$ cat src/rtl/pos_read_controller_pkg.sv
// Shared types for the position read controller.
// State encoding and the count-word cache address.
package pos_read_controller_pkg;

    typedef enum logic [2:0] {
        IDLE,
        RD_NUM,
        WAIT_CNT,
        SWEEP,
        DRAIN,
        DONE
    } state_t;

    localparam int unsigned COUNT_ADDR = 0;

endpackage

$ cat src/rtl/pos_read_addr_counter.sv
// Nested ref/particle/phase address counter.
// Phase toggles fastest, then particle_id, then ref_id.
module pos_read_addr_counter
    import pos_read_controller_pkg::*;
#(
    parameter int W = 7
) (
    input  logic         clk,
    input  logic         rst,
    input  logic         clear_i,
    input  logic         init_i,
    input  logic         advance_i,
    input  logic [W-1:0] count_i,
    output logic [W-1:0] particle_id_o,
    output logic [W-1:0] ref_id_o,
    output logic         phase_o,
    output logic         last_pair_o
);

    logic [W-1:0] pid_q, pid_d;
    logic [W-1:0] ref_q, ref_d;
    logic         ph_q, ph_d;

    // Next address: clear to the count word, load (1,1,p0), or step.
    always_comb begin
        pid_d = pid_q;
        ref_d = ref_q;
        ph_d  = ph_q;
        if (clear_i) begin
            pid_d = W'(COUNT_ADDR);
            ref_d = '0;
            ph_d  = 1'b0;
        end else if (init_i) begin
            pid_d = W'(1);
            ref_d = W'(1);
            ph_d  = 1'b0;
        end else if (advance_i) begin
            if (!ph_q) begin
                ph_d = 1'b1;
            end else if (pid_q != count_i) begin
                pid_d = pid_q + W'(1);
                ph_d  = 1'b0;
            end else if (ref_q != count_i) begin
                ref_d = ref_q + W'(1);
                pid_d = W'(1);
                ph_d  = 1'b0;
            end
        end
    end

    // Address registers double as the registered outputs.
    always_ff @(posedge clk or negedge rst) begin
        if (!rst) begin
            pid_q <= '0;
            ref_q <= '0;
            ph_q  <= 1'b0;
        end else begin
            pid_q <= pid_d;
            ref_q <= ref_d;
            ph_q  <= ph_d;
        end
    end

    assign particle_id_o = pid_q;
    assign ref_id_o      = ref_q;
    assign phase_o       = ph_q;
    assign last_pair_o   = ph_q && (pid_q == count_i)
                                && (ref_q == count_i);

endmodule

$ cat src/rtl/pos_read_controller.sv
// Home-cell sweep sequencer feeding pos_data_preprocessor.
// Address regs hold the next pending read; they step only on issue.
module pos_read_controller
    import pos_read_controller_pkg::*;
#(
    parameter int PARTICLE_ID_WIDTH = 7,
    parameter int NUM_FILTER        = 7,
    parameter int COUNT_WAIT        = 2,
    parameter int DRAIN_CYCLES      = 4
) (
    input  logic                         clk,
    input  logic                         rst,
    input  logic                         start,
    input  logic [NUM_FILTER-1:0]        back_pressure,
    input  logic [PARTICLE_ID_WIDTH-1:0] ref_particle_count,
    output logic                         phase,
    output logic                         pause_reading,
    output logic                         reading_particle_num,
    output logic [PARTICLE_ID_WIDTH-1:0] particle_id,
    output logic [PARTICLE_ID_WIDTH-1:0] ref_id,
    output logic                         busy,
    output logic                         done
);

    localparam int W     = PARTICLE_ID_WIDTH;
    localparam int CMAX  = (COUNT_WAIT > DRAIN_CYCLES)
                         ? COUNT_WAIT : DRAIN_CYCLES;
    localparam int CNT_W = $clog2(CMAX + 1);

    state_t             state_q, state_d;
    logic [CNT_W-1:0]   cnt_q, cnt_d;
    logic [W-1:0]       count_q, count_d;
    logic               pause_q, pause_d;
    logic               rpn_q, rpn_d;
    logic               busy_q, busy_d;
    logic               done_q, done_d;
    logic               ctr_clear, ctr_init, ctr_adv;
    logic               last_pair;
    logic               stall;

    assign stall = |back_pressure;

    pos_read_addr_counter #(
        .W (W)
    ) u_addr (
        .clk           (clk),
        .rst           (rst),
        .clear_i       (ctr_clear),
        .init_i        (ctr_init),
        .advance_i     (ctr_adv),
        .count_i       (count_q),
        .particle_id_o (particle_id),
        .ref_id_o      (ref_id),
        .phase_o       (phase),
        .last_pair_o   (last_pair)
    );

    // Next state plus next registered outputs.
    always_comb begin
        state_d   = state_q;
        cnt_d     = cnt_q;
        count_d   = count_q;
        pause_d   = 1'b1;
        rpn_d     = 1'b0;
        busy_d    = busy_q;
        done_d    = 1'b0;
        ctr_clear = 1'b0;
        ctr_init  = 1'b0;
        ctr_adv   = 1'b0;
        unique case (state_q)
            IDLE: begin
                busy_d    = 1'b0;
                ctr_clear = 1'b1;
                if (start) begin
                    state_d = RD_NUM;
                    pause_d = 1'b0;
                    rpn_d   = 1'b1;
                    busy_d  = 1'b1;
                end
            end
            RD_NUM: begin
                state_d = WAIT_CNT;
                cnt_d   = '0;
            end
            WAIT_CNT: begin
                if (cnt_q == CNT_W'(COUNT_WAIT - 1)) begin
                    cnt_d = '0;
                    if (ref_particle_count == '0) begin
                        state_d = DRAIN;
                    end else begin
                        state_d  = SWEEP;
                        count_d  = ref_particle_count;
                        ctr_init = 1'b1;
                        pause_d  = stall;
                    end
                end else begin
                    cnt_d = cnt_q + CNT_W'(1);
                end
            end
            SWEEP: begin
                if (pause_q) begin
                    pause_d = stall;
                end else if (last_pair) begin
                    state_d = DRAIN;
                    cnt_d   = '0;
                end else begin
                    ctr_adv = 1'b1;
                    pause_d = stall;
                end
            end
            DRAIN: begin
                if (cnt_q == CNT_W'(DRAIN_CYCLES - 1)) begin
                    state_d = DONE;
                    done_d  = 1'b1;
                end else begin
                    cnt_d = cnt_q + CNT_W'(1);
                end
            end
            DONE: begin
                state_d   = IDLE;
                busy_d    = 1'b0;
                ctr_clear = 1'b1;
            end
            default: begin
                state_d   = IDLE;
                busy_d    = 1'b0;
                ctr_clear = 1'b1;
            end
        endcase
    end

    // State and control output registers.
    always_ff @(posedge clk or negedge rst) begin
        if (!rst) begin
            state_q <= IDLE;
            cnt_q   <= '0;
            count_q <= '0;
            pause_q <= 1'b1;
            rpn_q   <= 1'b0;
            busy_q  <= 1'b0;
            done_q  <= 1'b0;
        end else begin
            state_q <= state_d;
            cnt_q   <= cnt_d;
            count_q <= count_d;
            pause_q <= pause_d;
            rpn_q   <= rpn_d;
            busy_q  <= busy_d;
            done_q  <= done_d;
        end
    end

    assign pause_reading        = pause_q;
    assign reading_particle_num = rpn_q;
    assign busy                 = busy_q;
    assign done                 = done_q;

endmodule

$ cat config.mk
export PLATFORM = sky130hd
export DESIGN_NAME = pos_read_controller
export DESIGN_NICKNAME = d
export VERILOG_FILES = /design/src/rtl/pos_read_controller_pkg.sv /design/src/rtl/pos_read_addr_counter.sv /design/src/rtl/pos_read_controller.sv
export SDC_FILE = /design/constraint.sdc
export NUM_CORES = 1
export LEC_CHECK = 0
export BUFFER_PORTS_ARGS = -buffer_cell sky130_fd_sc_hd__buf_2
export CORE_MARGIN = 2
export CORE_UTILIZATION = 45
export CTS_BUF_LIST = sky130_fd_sc_hd__clkbuf_4 sky130_fd_sc_hd__clkbuf_8
export CTS_CLUSTER_SIZE = 16
export DETAILED_ROUTE_END_ITERATION = 10
export PLACE_DENSITY = 0.65
export SLEW_MARGIN = 20
export SYNTH_ARGS = -nofsm -noshare
export SYNTH_HDL_FRONTEND = slang
export SYNTH_SLANG_ARGS = --single-unit
export TNS_END_PERCENT = 50
$ cat constraint.sdc
create_clock -name clk -period 3.58 [get_ports clk]
set_clock_uncertainty 0.05 [all_clocks]
set_input_delay 0.537 -clock clk [delete_from_list [all_inputs] [get_ports clk]]
set_output_delay 0.537 -clock clk [all_outputs]
set_load 0.01 [all_outputs]
==> out/metrics.yaml <==
synthesis:
  yosys_warnings: 0
  syn-cell-area_sq_um: 1840
  syn-mean-instance-area_sq_um: 9.73
  seq_area_frac_synth_pct: 43.6
  async_flop_share_pct: 100
  ys.flop_type: "dfrtp_1"
  synth-edff-count: 0
  ys_ff_latch: 32
  syn_inst: 189
  yosysUniqueCellTypes: 47
  syn_nets: 211
floorplan:
  dieArea_sq_um: 4610
  die_y_um: 67.9
  die_w_um: 67.9
  fp-row-count: 23
  core_area_sq_um: 3970
  start_util_pct: 46.3
  boundaryPins: 36
global_route:
  grt_pass1_wl_um: 6730
  grt_usage_pct: 19.8
  antenna_found_initial: 0
  grt_pass1_vias: 1485
  grt-ovfl-total: 0
  grt_max_degree: 33
cts:
  post_cts_buffers: 0
  cts_tree: "built"
  clockBufferDepth: 2
  cts.clk_slew.worst_paths_ns: 0.06
  htree_num_levels: 2
  cts_resized: 0
  cts_root_buffer: "clkbuf_8"
  clkLatencyLatePin_ns: 0.28
  cts_made_buffers: 5
  hold_buffers: 0
  clock-sinks: 32
placed_design:
  gp_congestion: 0.849
  dp_hpwl_um: 2940
  io_buffers: 35
final_layout:
  diodes: 0
  drive_gt1_share_pct: 23.9
  syn_to_final_growth_pct: 16.6
  layout_common_cells: "35 x buf_2, 31 x dfrtp_1, 16 x nor2_1"
  final_common_cell: "buf_2"
  layout.nets: 247
timing:
  tns_ns: 0
  drv_slew: 0
  finalSetupViolCount: 0
  period_share_pct: 66.6
  fin_crit_ns: 2.39
  relSlewSlack_pct: 48.6
  tightestPinTransition_ns: 0.767
  fmax_mhz: 419
  rsz0062_at_grt: "no"
  finalHoldViolations: 0
route:
  wl_per_cell_um: 14.3
  drtAntennaViolNets: 0
  wirelength_um: 3950
  dr.pass1.iters: 4
  drc_errors: 0
  vias: 1488
  drt-vias-per-instance: 5.39
  drt_iter0_markers: 88
min_path:
  min-delay-path-class: "in2async"
power_and_ir_drop:
  p_total_mw: 1.12
  powerDensity_nw_per_um2: 520
  peakVddDrop_uv: 352
  leakage_nw: 1.00
worst_setup_path:
  arrival_ns: 2.56
  crit_required_ns: 3.75
  cp_max_fo: 11
  start_kind: "flip-flop"
  crit_path_end_kind: "flip-flop"
  critPathKind: "reg2reg"
  reg2reg_depth: 6
status:
  run_status: "complete, no violations"
job:
  cap_viol_max_count: 0
## metal layers
metal  share of wire, %  wire length (um)  track usage, %  up-vias
li1                   -                 -               -      751
met4               0.84                33            8.25        0
met3                4.2               164            4.61        4
met1                 50              1970            28.2      702
met5                  0                 0               0        -
met2                 45              1780            28.6       31
## state kept, by name (all words and copies together), names as in the netlist
register	cells
cnt_q	3
done	1
u_addr.particle_id_o	7
count_q	7
state_q	3
pause_reading	1
u_addr.phase_o	1
u_addr.ref_id_o	7
reading_particle_num	1
busy	1
## metrics by stage
stage / setup WS, ns / utilization (%) / instance area [sq um] / hold WS, ns / instances
floorplan: 1.52 / - / 1840 / 0.191 / 189
global placement: 1.08 / 51.5 / 2050 / 0.417 / 268
detailed placement: 1.02 / 51.5 / 2050 / 0.414 / 268
CTS: 1.19 / 54.0 / 2140 / 0.288 / 276
global route: 0.915 / 54.0 / 2140 / 0.312 / 276
finish: 1.19 / 54.0 / 2140 / 0.258 / 276
## worst paths after layout
kind	from	slack (ns)	end
worst max-delay path	u_addr.particle_id_o[3]	1.19	u_addr.ref_id_o[4]
worst min-delay path	rst	0.26	done
min in group clk	busy	0.43	busy
worst min register to register	busy	0.43	busy
worst max register to register	u_addr.particle_id_o[3]	1.19	u_addr.ref_id_o[4]
max in group asynchronous	rst	2.76	count_q[4]
## report_power, final
group	switching [mW]	internal, mW
clock	0.125	0.172
sequential	0.0958	0.436
combinational	0.130	0.157
## critical path: stages (launching register included)
cell and delay (ns):
dfrtp_1 0.45, xor2_1 0.17, nor4_1 0.35, and4_1 0.37, a31oi_1 0.31, or4b_1 0.55
nand2_1 0.08
## synth_stat cells, drive strengths merged, types with 4 or more instances
master	n	area [sq um]
ha	5	62.6
a21oi	7	35.0
o21ai	6	30.0
mux2	8	90.1
mux2i	4	40.0
inv	6	22.5
nor2	16	60.1
nor3	7	35.0
buf	5	30.0
nor4	5	31.3
nand3	10	50.1
xnor2	7	61.3
dfrtp	31	776
nand2	12	45.0
nand2b	6	37.5
xor2	10	87.6
## layout make-up
type / instances / area (sq um)
well taps: 50 / 62.6
fillers: 377 / 1830
multi-input cells: 144 / 977
clock buffers: 8 / 97.6
inverters: 6 / 22.5
repair buffers: 36 / 183
flip-flops and latches: 32 / 802
## cells by family after synthesis
| group | share of synthesized area, % |
|---|---|
| AOI/OAI and AO/OA | 13.7 |
| xor gates and xnor gates | 8.10 |
| muxes | 7.08 |
| adders and majority gates | 3.40 |
| DFF | 43.6 |
| buffers and inverters | 3.26 |
| and+or+nand+nor | 20.8 |
Power figures use the tool's default switching activity.
